## src/rtl/regfile_access_ctrl.sv

```systemverilog
// rtl/regfile_access_ctrl.sv - register-file operand fetch controller with one-entry writeback buffer and forwarding
module regfile_access_ctrl (
    input  logic        clk,
    input  logic        rst_n,
    input  logic        start,
    output logic        start_ready,
    input  logic [4:0]  rs,
    input  logic [4:0]  rt,
    input  logic        need_rs,
    input  logic        need_rt,
    output logic [31:0] op_a,
    output logic [31:0] op_b,
    output logic        op_valid,
    input  logic        op_ready,
    input  logic        wb_valid,
    input  logic [4:0]  wb_addr,
    input  logic [31:0] wb_data,
    output logic        wb_ready,
    output logic [4:0]  rf_raddr1,
    output logic [4:0]  rf_raddr2,
    output logic        rf_oe1,
    output logic        rf_oe2,
    input  logic [31:0] rf_rdata1,
    input  logic [31:0] rf_rdata2,
    output logic        rf_we,
    output logic [4:0]  rf_waddr,
    output logic [31:0] rf_wdata
);

    typedef enum logic [1:0] {IDLE, READ, HOLD} state_t;

    state_t      state;
    logic        pending;
    logic        wb_accept;
    logic [31:0] next_a;
    logic [31:0] next_b;

    assign wb_ready  = !pending;
    assign wb_accept = wb_valid && !pending;

    // rf_waddr/rf_wdata double as the write buffer; rf_oe/rf_raddr hold the captured request during READ
    always_comb begin
        next_a = '0;
        if (rf_oe1 && rf_raddr1 != 5'd0) begin
            if (wb_accept && wb_addr == rf_raddr1)
                next_a = wb_data;
            else if (pending && rf_waddr == rf_raddr1)
                next_a = rf_wdata;
            else
                next_a = rf_rdata1;
        end
    end

    always_comb begin
        next_b = '0;
        if (rf_oe2 && rf_raddr2 != 5'd0) begin
            if (wb_accept && wb_addr == rf_raddr2)
                next_b = wb_data;
            else if (pending && rf_waddr == rf_raddr2)
                next_b = rf_wdata;
            else
                next_b = rf_rdata2;
        end
    end

    always_ff @(posedge clk or negedge rst_n) begin
        if (!rst_n) begin
            state       <= IDLE;
            start_ready <= 1'b1;
            op_valid    <= 1'b0;
            op_a        <= '0;
            op_b        <= '0;
            rf_raddr1   <= '0;
            rf_raddr2   <= '0;
            rf_oe1      <= 1'b0;
            rf_oe2      <= 1'b0;
        end else begin
            case (state)
                IDLE: begin
                    if (start) begin
                        state       <= READ;
                        start_ready <= 1'b0;
                        rf_raddr1   <= rs;
                        rf_raddr2   <= rt;
                        rf_oe1      <= need_rs;
                        rf_oe2      <= need_rt;
                    end
                end
                READ: begin
                    state     <= HOLD;
                    op_a      <= next_a;
                    op_b      <= next_b;
                    op_valid  <= 1'b1;
                    rf_raddr1 <= '0;
                    rf_raddr2 <= '0;
                    rf_oe1    <= 1'b0;
                    rf_oe2    <= 1'b0;
                end
                HOLD: begin
                    if (op_ready) begin
                        state       <= IDLE;
                        op_valid    <= 1'b0;
                        start_ready <= 1'b1;
                    end
                end
                default: begin
                    state       <= IDLE;
                    start_ready <= 1'b1;
                    op_valid    <= 1'b0;
                end
            endcase
        end
    end

    // r0 writes are accepted and occupy the buffer for a cycle but never strobe rf_we
    always_ff @(posedge clk or negedge rst_n) begin
        if (!rst_n) begin
            pending  <= 1'b0;
            rf_we    <= 1'b0;
            rf_waddr <= '0;
            rf_wdata <= '0;
        end else begin
            pending <= wb_accept;
            rf_we   <= wb_accept && (wb_addr != 5'd0);
            if (wb_accept) begin
                rf_waddr <= wb_addr;
                rf_wdata <= wb_data;
            end
        end
    end

endmodule
```

## config.mk

```make
export PLATFORM = sky130hd
export DESIGN_NAME = regfile_access_ctrl
export DESIGN_NICKNAME = d
export VERILOG_FILES = /design/src/rtl/regfile_access_ctrl.sv
export SDC_FILE = /design/constraint.sdc
export NUM_CORES = 1
export LEC_CHECK = 0
export ABC_AREA = 1
export BUFFER_PORTS_ARGS = -buffer_cell sky130_fd_sc_hd__buf_4
export CAP_MARGIN = 40
export CORE_UTILIZATION = 45
export DETAILED_ROUTE_END_ITERATION = 10
export MAX_ROUTING_LAYER = met4
export PLACE_DENSITY = 0.78
export SETUP_SLACK_MARGIN = 0.02
export SLEW_MARGIN = 25
export SYNTH_ARGS = -nofsm -noshare
export SYNTH_HDL_FRONTEND = slang
export SYNTH_SLANG_ARGS = --single-unit
```

## constraint.sdc

```tcl
create_clock -name clk -period 1.37 [get_ports clk]
set_input_delay 0.274 -clock clk [delete_from_list [all_inputs] [get_ports clk]]
set_output_delay 0.274 -clock clk [all_outputs]
set_load 0.03 [all_outputs]
```

==> results of run 1 <==
==> power breakdown <==
part	leakage, nW	internal [mW]	switching [mW]	total (mW)
combinational	3.95	4.16	6.48	10.6
clock	0.260	2.47	1.55	4.02
sequential	1.52	4.76	1.12	5.88
==> synthesized netlist by cell type <==
master      n  area share
buf_1       1     0.00058
o21ai_1     3      0.0023
nand3_2     1      0.0016
buf_2      23       0.018
nor2_2      4      0.0039
dfstp_2     1      0.0041
a21oi_1     5      0.0039
nand3_4     1      0.0027
inv_2      12      0.0070
nor2_4      1      0.0018
o21ai_0    17       0.013
dfrtp_1   118        0.46
nand2_2     1     0.00097
nor2_1    143       0.084
buf_4       4      0.0047
clkbuf_1   21       0.012
nor3_1      2      0.0016
nand4_1     1     0.00097
buf_6       3      0.0053
inv_1      19       0.011
nand3_1   140        0.11
nand2_1   431        0.25
==> routing by layer <==
layer | global-route usage | vias up | wire length (µm)
met1 | 0.452 | 3652 | 10200
met5 | - | - | 0
met2 | 0.548 | 583 | 12400
met4 | 0.151 | 0 | 1130
met3 | 0.0653 | 99 | 2860
li1 | - | 3565 | -
==> timing repair <==
action / CTS / global route
endpoints found under the hold margin: 41 / 0
pin swaps: 4 / 21
buffers inserted: 5 / 7
resized for setup: 85 / 88
cloned: 7 / 8
setup endpoints to repair: 113 / 131
hold buffers: 1 / 0
==> final timing paths <==
| check | from | end | slack (ps) | cells past startpoint |
|---|---|---|---|---|
| worst min-delay path | need_rt | rf_oe2 | 60 | 3 |
| min in group asynchronous | rst_n | rf_raddr2[2] | 240 | 2 |
| max in group asynchronous | rst_n | rf_raddr1[2] | 530 | 3 |
| worst min register to register | op_a[5] | op_a[5] | 480 | 2 |
| worst max register to register | rf_waddr[0] | op_b[11] | -310 | 10 |
| worst max-delay path | rf_waddr[0] | op_b[11] | -310 | 10 |
==> tightest hold or removal path: stages <==
cell	delay, ps
buf_4	80
nand2_1	40
nand2_1	50
==> registers in the layout (all words and copies together), names as in the netlist, 2 cells and up <==
| name | flops |
|---|---|
| op_a | 32 |
| op_b | 32 |
| rf_wdata | 32 |
| rf_raddr1 | 5 |
| rf_raddr2 | 5 |
| rf_waddr | 5 |
| state | 2 |
==> logic make-up after synthesis <==
kind of cell	count (synthesis)
simple gates	725
flops	119
buf+inv	83
compound gates	25
==> through the flow <==
stage	setup slack [ps]	instances	cell area, µm²
5_1_grt	-369	1431	10400
3_3_place_gp	-123	1373	8810
2_1_floorplan	-54.6	952	6500
4_1_cts	-140	1416	9850
6_report	-311	1431	10400
3_5_place_dp	-160	1373	8810
==> area by class of cell <==
cell class                      instances  area, µm²
Sequential cell                       119       3010
Tap cell                              180        225
Multi-Input combinational cell        750       3460
Fill cell                            1045       3510
Timing Repair Buffer                  321       3030
Clock buffer                           26        499
Clock inverter                          4       20.0
Inverter                               31        121
==> key figures, run 1 <==
Synthesis
  • Cell area after technology mapping: 6420 µm²
  • Synth Net Count: 1,070
  • Simple-gate share of the synthesized area: 0.458
  • Total of warnings raised by yosys: 0
  • Fraction of synthesized cell area in xor and xnor cells: 0
  • Post-synthesis sequential area ratio: 0.464
  • Flip-flop and latch count after synthesis: 119
  • Number of distinct library cell variants in the gate-level netlist after synthesis: 22
  • Adder-cell share of the synthesized area: 0
  • Compound-Gate Fraction of Synth Area: 0.0195
  • Average instance area after synthesis: 6.75 µm²
  • Post-Syn Instances: 952
  • Multiplexer share of the synthesized area: 0
  • Dominant combinational cell family by area after synthesis: simple AND/OR/NAND/NOR gates

STA
  • Slack of the critical path: -311 ps
  • Actual slew at the worst max-slew pin: 344 ps
  • Endpoints failing setup: 79
  • RSZ-0062 raised after global routing: yes
  • Post-Route Skew: 9.02 ps
  • Final slew viol count: 0
  • Tcrit/Tclk final: 1.23
  • Total negative setup slack: -13,760 ps
  • Hold Vio Cnt, Final: 0
  • Final critical-path required period: 1680 ps
  • Fmax achieved: 595 MHz
  • Minimum hold slack: 61.5 ps
  • Worst slew margin: 0.771

Floorplan
  • Core Footprint: 13,900 µm²
  • Floorplan die width: 121 µm
  • Starting Density: 0.463
  • Floorplan die area: 14,800 µm²
  • Total I/O pin count: 235
  • Height of the die: 121 µm
  • Site row count: 43

Setup path
  • Category of cells accounting for the largest share of critical-path delay: simple AND/OR/NAND/NOR gates
  • Startpoint kind of the worst setup timing path: flip-flop
  • Type of the worst setup path: reg2reg
  • CP max stage delay: 430 ps
  • Master of the slowest instance on the critical path: dfrtp_2
  • Critical path data required time: 1680 ps
  • Buffers & Inverters on Critical Path: 2
  • Critical path endpoint category: flip-flop
  • CP Cell Sequence: inv_2 > nand2_2 > nand2_1 > nor2_4 > nand3_4 > clkbuf_16 > nand2_1 > nand3_1 > nand2_1 > nand2_1
  • Arrival time at the worst endpoint: 1990 ps
  • Crit path max fanout: 11
  • Critical path's most frequent cell: nand2_1

Finish
  • Share of layout cells above drive strength 1: 0.393
  • Area delta synth->final: 61.4%
  • Commonest cells after routing, fill and taps aside: nand2_1, buf_4, nand3_1
  • Layout net count: 1,358
  • Most common cell after layout, fill and taps aside: nand2_1
  • Antenna diode count: 0
  • Post-route core utilization: 0.747

Flow run
  • Max-cap viol count: 0

Clock network
  • Clock input transition at the sequential cells of the worst setup and hold paths: 50 ps
  • Clock tree sinks: 119
  • TritonCTS clock tree: built
  • Clock Latency Late Sink: 420 ps
  • Number of clock buffers inserted by TritonCTS: 17
  • Total number of H-tree levels: 4
  • CTS Buffer Depth: 2
  • Library cell used as clock root buffer: clkbuf_16

Drt
  • TritonRoute pass-1 iters: 5
  • WL final: 26,600 µm
  • Vias per Instance: 5.52
  • Via Count: 7,899
  • DRC violation count after routing: 0
  • Starting DRT DRC Count: 823
  • Detailed-route wire length per cell: 18.6 µm
  • Number of nets with antenna violations after detailed routing: 0

Pwr
  • Post-layout total power: 20.5 mW
  • Worst supply voltage drop on vdd: 1340 µV
  • Leakage power figure: 5.73 nW
  • Ratio of total power to cell area: 1980 nW/µm²

Global route
  • Total congestion overflow: 0
  • Pin count of the biggest net entering global routing: 57
  • Global routing usage summed across all routing layers: 0.353
  • Antenna violations before repair: 0
  • Vias in the first global route: 7,278
  • Global-route wire length before repair: 38,100 µm

Placement
  • Half-perimeter wire length after placement: 16,100 µm
  • I/O Buffers: 234
  • Final estimated routing congestion in global placement: 0.970

Run status
  • Failing checks: setup timing
  • Outcome: complete, but fails checks

Worst hold path
  • Min-Delay Path Class: in2reg
Power figures use the tool's default switching activity.
==> run 2, diff against run 1 <==
--- a/config.mk
+++ b/config.mk
@@ -12,6 +12,7 @@
 export DETAILED_ROUTE_END_ITERATION = 10
 export MAX_ROUTING_LAYER = met4
 export PLACE_DENSITY = 0.78
+export RECOVER_POWER = 25
 export SETUP_SLACK_MARGIN = 0.02
 export SLEW_MARGIN = 25
 export SYNTH_ARGS = -nofsm -noshare
==> key figures, run 2 (synthesis results as in run 1) <==
Setup path
  • Master of the slowest instance on the critical path: dfrtp_2
  • CP Cell Sequence: inv_2 > nand2_2 > nand2_1 > nor2_4 > nand3_4 > clkbuf_16 > nand2_1 > nand3_1 > nand2_1 > nand2_1
  • Capturing point of the worst reg2reg path: op_b[11]
  • Startpoint kind of the worst setup timing path: flip-flop
  • Type of the worst setup path: reg2reg
  • Arrival time at the worst endpoint: 1990 ps (about the same)
  • Buffers & Inverters on Critical Path: 2 (unchanged)
  • Crit path max fanout: 11 (unchanged)
  • Critical path's most frequent cell: nand2_1
  • CP max stage delay: 430 ps (about the same)
  • Critical path endpoint category: flip-flop
  • Setup slack on the worst flop-to-flop path: -310 ps (about the same)
  • Worst r2r src: rf_waddr[0]
  • Count of cells along the worst register-to-register path: 10 (unchanged)
  • Category of cells accounting for the largest share of critical-path delay: simple AND/OR/NAND/NOR gates
  • Critical path data required time: 1680 ps (about the same)

Floorplan
  • Floorplan die width: 121 µm (unchanged)
  • Floorplan die area: 14,800 µm² (unchanged)
  • Height of the die: 121 µm (unchanged)
  • Starting Density: 0.463 (unchanged)
  • Total I/O pin count: 235 (unchanged)
  • Site row count: 43 (unchanged)
  • Core Footprint: 13,900 µm² (unchanged)

Finish
  • Area delta synth->final: 61.3% (about the same)
  • FILL cells: 1,045 (unchanged)
  • Commonest cells after routing, fill and taps aside: nand2_1, buf_4, nand3_1
  • Reg area: 3010 µm² (unchanged)
  • Antenna diode count: 0 (unchanged)
  • Regs by FF count: op_a: 32 flops, op_b: 32 flops, rf_wdata: 32 flops
  • Most common cell after layout, fill and taps aside: nand2_1
  • Final Instance Area: 10,400 µm² (about the same)
  • Multi-input gate area in the final layout: 3460 µm² (unchanged)
  • Layout net count: 1,358 (unchanged)
  • Share of layout cells above drive strength 1: 0.392 (-0.000799)

STA
  • Actual slew at the worst max-slew pin: 767 ps (+423 ps)
  • Fmax achieved: 594 MHz (-0.13%)
  • Worst slew margin: 0.489 (-0.282)
  • Tcrit/Tclk final: 1.23 (+0.00165)
  • Endpoints failing setup: 79 (unchanged)
  • Final critical-path required period: 1680 ps (+2.26 ps)
  • Final slew viol count: 0 (unchanged)
  • RSZ-0062 raised after global routing: yes
  • Hold Vio Cnt, Final: 0 (unchanged)
  • Post-Route Skew: 9.70 ps (+0.676 ps)
  • Minimum hold slack: 61.4 ps (-0.0612 ps)
  • Slack of the critical path: -313 ps (-2.26 ps)
  • Total negative setup slack: -13,880 ps (-122 ps)

Global route
  • Total congestion overflow: 0 (unchanged)
  • Vias in the first global route: 7,278 (unchanged)
  • Global routing usage summed across all routing layers: 0.353 (unchanged)
  • Pin count of the biggest net entering global routing: 57 (unchanged)
  • Global-route wire length before repair: 38,100 µm (unchanged)
  • Antenna violations before repair: 0 (unchanged)

Pwr
  • Switching Fraction: 0.446 (+0.000484)
  • Power share of the clock group: 0.196 (about the same)
  • Ratio of total power to cell area: 1980 nW/µm² (+0.11%)
  • Share of total power in combinational logic: 0.518 (about the same)
  • Internal power contribution: 11.4 mW (about the same)
  • Net switching power of the design: 9.16 mW (+0.19%)
  • Leakage power figure: 5.73 nW (about the same)
  • Part of the total power dissipated in sequential elements: 0.286 (about the same)
  • Worst supply voltage drop on vdd: 1340 µV (about the same)

Clock network
  • Library cell used as clock root buffer: clkbuf_16
  • Clock input transition at the sequential cells of the worst setup and hold paths: 50 ps (about the same)
  • CTS Buffer Depth: 2 (unchanged)
  • Total number of H-tree levels: 4 (unchanged)
  • Clock Latency Late Sink: 420 ps (about the same)
  • Number of clock buffers inserted by TritonCTS: 17 (unchanged)
  • Clock tree sinks: 119 (unchanged)
  • TritonCTS clock tree: built

Drt
  • Via Count: 7,944 (+0.57%)
  • TritonRoute pass-1 iters: 6 (+1)
  • WL final: 26,700 µm (+0.26%)
  • Starting DRT DRC Count: 823 (unchanged)
  • Number of nets with antenna violations after detailed routing: 0 (unchanged)
  • Detailed-route wire length per cell: 18.6 µm (+0.26%)
  • Vias per Instance: 5.55 (+0.57%)
  • DRC violation count after routing: 0 (unchanged)

Worst hold path
  • Beginning of the worst hold path: need_rt
  • Worst hold path cell count: 3 (unchanged)
  • Endpoint, Worst Hold: rf_oe2
  • Min-Delay Path Class: in2reg

Placement
  • Half-perimeter wire length after placement: 16,100 µm (unchanged)
  • I/O Buffers: 234 (unchanged)
  • Final estimated routing congestion in global placement: 0.970 (unchanged)
  • Instance area at placement: 8810 µm² (unchanged)

Run status
  • Outcome: complete, but fails checks
  • Failing checks: setup timing

Flow run
  • Max-cap viol count: 0 (unchanged)
run 2: cell types whose count changed in the layout (fill, tap and decap cells not counted):
cell,previous run,this run
clkbuf_1,5,6
buf_4,249,248
run 2: worst reg2reg max path, delay by kind of cell (launching register included):
kind                   cells  cell delay [ps]
AND/OR/NAND/NOR            8              810
flip-flops                 1              430
buffers and inverters      2              330
run 2: worst max path at each step:
stage / cells past startpoint / to / startpoint / slack (ps)
2_1_floorplan: 10 / op_a[23] / rf_raddr1[1] / -50
3_3_place_gp: 9 / op_b[20] / rf_raddr2[0] / -120
3_5_place_dp: 10 / op_b[1] / rf_raddr2[3] / -160
4_1_cts: 4 / wb_ready / pending / -140
5_1_grt: 10 / op_b[11] / rf_waddr[0] / -370
6_report: 10 / op_b[11] / rf_waddr[0] / -310
run 2: per-layer routing:
layer  global-route usage  vias up  routed length, µm
li1                     -     3563                  -
met1                0.452     3689              10300
met2                0.548      587              12500
met3               0.0653      105               2750
met4                0.151        0               1160
met5                    -        -                  0
run 2: timing repair:
action,in CTS,in global routing
setup endpoints to repair,113,131
hold buffers,1,0
cloned,7,8
endpoints found under the hold margin,41,0
setup buffers,5,7
gates resized for setup,85,88
pin swaps,4,21
run 2: final cells by class:
class / count / area share
multi-input cells: 750 / 0.334
repair buffers: 321 / 0.292
flip-flops and latches: 119 / 0.290
clock buffers: 26 / 0.0482
well taps: 180 / 0.0217
inverters: 31 / 0.0117
clock inverters: 4 / 0.00193
run 2: stage by stage:
stage               std cells  total power, mW   util  setup slack (ps)
CTS                      1416             19.7  0.709              -140
finish                   1431             20.6  0.747              -313
detailed placement       1373             15.0  0.635              -160
floorplan                 952             10.8      -             -54.6
global placement         1373             14.8  0.635              -123
global route             1431             21.5  0.747              -369
run 2: power by group through the flow:
stage	combinational [mW]	sequential, mW	clock (mW)
6_report	10.7	5.88	4.02
5_1_grt	11.3	6.01	4.21
4_1_cts	9.82	5.82	4.02
3_5_place_dp	9.20	5.78	0
3_3_place_gp	9.04	5.79	0
2_1_floorplan	2.95	7.89	0
==> run 3, diff against run 2 <==
--- a/config.mk
+++ b/config.mk
@@ -6,12 +6,12 @@
 export NUM_CORES = 1
 export LEC_CHECK = 0
 export ABC_AREA = 1
-export BUFFER_PORTS_ARGS = -buffer_cell sky130_fd_sc_hd__buf_4
 export CAP_MARGIN = 40
-export CORE_UTILIZATION = 45
+export CORE_UTILIZATION = 55
 export DETAILED_ROUTE_END_ITERATION = 10
+export DONT_BUFFER_PORTS = 1
 export MAX_ROUTING_LAYER = met4
-export PLACE_DENSITY = 0.78
+export PLACE_DENSITY = 0.74
 export RECOVER_POWER = 25
 export SETUP_SLACK_MARGIN = 0.02
 export SLEW_MARGIN = 25
==> key figures, run 3 (synthesis results as in run 1) <==
Run status
  • Outcome: complete, but fails checks
  • Failing checks: hold timing, setup timing

Setup path
  • Crit path max fanout: 11 (unchanged)
  • Arrival time at the worst endpoint: 1910 ps (-80 ps)
  • Critical path endpoint category: flip-flop
  • Setup slack on the worst flop-to-flop path: -230 ps (+80 ps)
  • Worst r2r src: rf_raddr2[3]
  • Startpoint kind of the worst setup timing path: flip-flop
  • Critical path data required time: 1680 ps (about the same)
  • Count of cells along the worst register-to-register path: 11 (+1)
  • Critical Path Start: rf_raddr2[3]
  • Capturing point of the worst reg2reg path: op_b[11]
  • Last element of the critical path: op_b[11]
  • Type of the worst setup path: reg2reg

Clock network
  • Total number of H-tree levels: 4 (unchanged)
  • Number of clock buffers inserted by TritonCTS: 17 (unchanged)
  • Clock input transition at the sequential cells of the worst setup and hold paths: 60 ps (about the same)
  • TritonCTS clock tree: built
  • Clock Latency Late Sink: 420 ps (about the same)
  • Number of buffers added to fix hold violations after cts: 48 (+47)
  • Clock tree sinks: 119 (unchanged)
  • CTS Buffer Depth: 2 (unchanged)
  • Library cell used as clock root buffer: clkbuf_16

Finish
  • Final Instance Area: 9280 µm² (-10%)
  • Regs by FF count: op_a: 32 flops, op_b: 32 flops, rf_wdata: 32 flops
  • Layout net count: 1,189 (-12%)
  • Number of cells in the finished layout apart from fillers: 1,227 (-14%)
  • Reg area: 3000 µm² (-0.21%)
  • Area delta synth->final: 44.4%
  • FILL cells: 736 (-30%)
  • Share of layout cells above drive strength 1: 0.256 (-0.137)
  • Commonest cells after routing, fill and taps aside: nand2_1, dfrtp_1, nor2_1
  • Antenna diode count: 0 (unchanged)
  • Most common cell after layout, fill and taps aside: nand2_1
  • Multi-input gate area in the final layout: 3560 µm² (+2.8%)

Pwr
  • Power share of the clock group: 0.234 (+0.038)
  • Worst supply voltage drop on vdd: 1840 µV (+37%)
  • Leakage power figure: 4.88 nW (-15%)
  • Share of total power in combinational logic: 0.345 (-0.173)
  • Ratio of total power to cell area: 2030 nW/µm² (+2.2%)
  • Net switching power of the design: 8.54 mW (-6.8%)
  • Internal power contribution: 10.3 mW (-9.9%)
  • Switching Fraction: 0.454 (+0.00845)
  • Part of the total power dissipated in sequential elements: 0.421 (+0.135)

Placement
  • Instance area at placement: 7070 µm² (-20%)
  • I/O Buffers: 0 (-100%)
  • Pre-CTS setup slack: -147 ps (+13.2 ps)
  • Final estimated routing congestion in global placement: 0.970 (about the same)
  • Placed insts: 1,111 (-19%)
  • Half-perimeter wire length after placement: 13,600 µm (-16%)

STA
  • Worst slew margin: 0.673 (+0.184)
  • Fmax achieved: 624 MHz (+5.1%)
  • Final slew viol count: 0 (unchanged)
  • Hold Vio Cnt, Final: 119 (+119)
  • Total negative setup slack: -12,080 ps (+1800 ps)
  • Actual slew at the worst max-slew pin: 491 ps (-276 ps)
  • Endpoints failing setup: 71 (-10%)
  • Minimum hold slack: -452 ps (-513 ps)
  • Final critical-path required period: 1600 ps (-81.1 ps)
  • Tcrit/Tclk final: 1.17 (-0.0592)
  • Post-Route Skew: 9.79 ps (+0.0926 ps)
  • RSZ-0062 raised after global routing: yes
  • Slack of the critical path: -232 ps (+81.1 ps)

Floorplan
  • Floorplan die area: 12,100 µm² (-18%)
  • Starting Density: 0.563 (+0.0998)
  • Site row count: 39 (-9.3%)
  • Total I/O pin count: 235 (unchanged)
  • Core Footprint: 11,400 µm² (-18%)
  • Height of the die: 110 µm (-9.4%)
  • Floorplan die width: 110 µm (-9.4%)

Drt
  • DRC violation count after routing: 0 (unchanged)
  • Detailed-route wire length per cell: 19.7 µm (+5.7%)
  • Number of nets with antenna violations after detailed routing: 0 (unchanged)
  • TritonRoute pass-1 iters: 6 (unchanged)
  • Via Count: 7,216 (-9.2%)
  • Starting DRT DRC Count: 909 (+10%)
  • WL final: 24,200 µm (-9.4%)
  • Vias per Instance: 5.88 (+5.9%)

Global route
  • Antenna violations before repair: 0 (unchanged)
  • Total congestion overflow: 0 (unchanged)
  • Global routing usage summed across all routing layers: 0.380 (+0.0270)
  • Vias in the first global route: 6,557 (-9.9%)
  • Global-route wire length before repair: 33,100 µm (-13%)
  • Pin count of the biggest net entering global routing: 120 (+110%)

Flow run
  • Max-cap viol count: 0 (unchanged)

Worst hold path
  • Min-Delay Path Class: in2async
[run 3: power by group through the flow]
stage | registers (mW) | clock network [mW] | logic [mW]
floorplan | 7.89 | 0 | 2.95
global placement | 7.85 | 0 | 5.10
detailed placement | 7.85 | 0 | 5.19
CTS | 7.83 | 4.44 | 5.51
global route | 8.05 | 4.62 | 7.09
finish | 7.91 | 4.40 | 6.49
[run 3: through the flow]
step	util	power [mW]
CTS	0.727	17.8
detailed placement	0.619	13.0
finish	0.812	18.8
floorplan	-	10.8
global placement	0.619	12.9
global route	0.812	19.8
[run 3: how the worst min path moves through the flow]
stage | start | end | slack (ps) | cells after the start
2_1_floorplan | rst_n | op_a[0] | -20 | 0
3_3_place_gp | rst_n | rf_raddr1[0] | -20 | 0
3_5_place_dp | rst_n | rf_waddr[0] | -20 | 0
4_1_cts | rst_n | rf_raddr1[3] | -460 | 0
5_1_grt | rst_n | rf_raddr1[0] | -470 | 0
6_report | rst_n | rf_raddr2[4] | -450 | 0
[run 3: repair_timing]
| action | in CTS | in global routing |
|---|---|---|
| gates resized for setup | 31 | 145 |
| cloned | 3 | 13 |
| endpoints found under the hold margin | 168 | 119 |
| endpoints found under the setup margin | 98 | 113 |
| buffers inserted | 1 | 20 |
| pin swaps | 2 | 45 |
[run 3: routing by layer]
layer / share of wire / wire length [µm] / GRT usage
met5: 0 / 0 / -
met4: 0.040 / 968 / 0.170
met3: 0.13 / 3030 / 0.140
met2: 0.46 / 11100 / 0.572
met1: 0.38 / 9090 / 0.455
[run 3: cell type report]
type,instances,share of cell area
Timing Repair Buffer,152,0.199
Clock inverter,4,0.00755
Multi-Input combinational cell,750,0.384
Tap cell,143,0.0193
Inverter,31,0.0131
Sequential cell,119,0.323
Clock buffer,28,0.0546
[run 3: critical path, cell delays in order (launching register included)]
cell,delay (ps)
dfrtp_2,420
buf_6,130
nand2_2,60
nand2_2,60
nor2_4,110
nand3_4,130
buf_12,170
buf_16,150
nor2_2,100
nor2_1,50
nand2_1,70
nand2_1,50
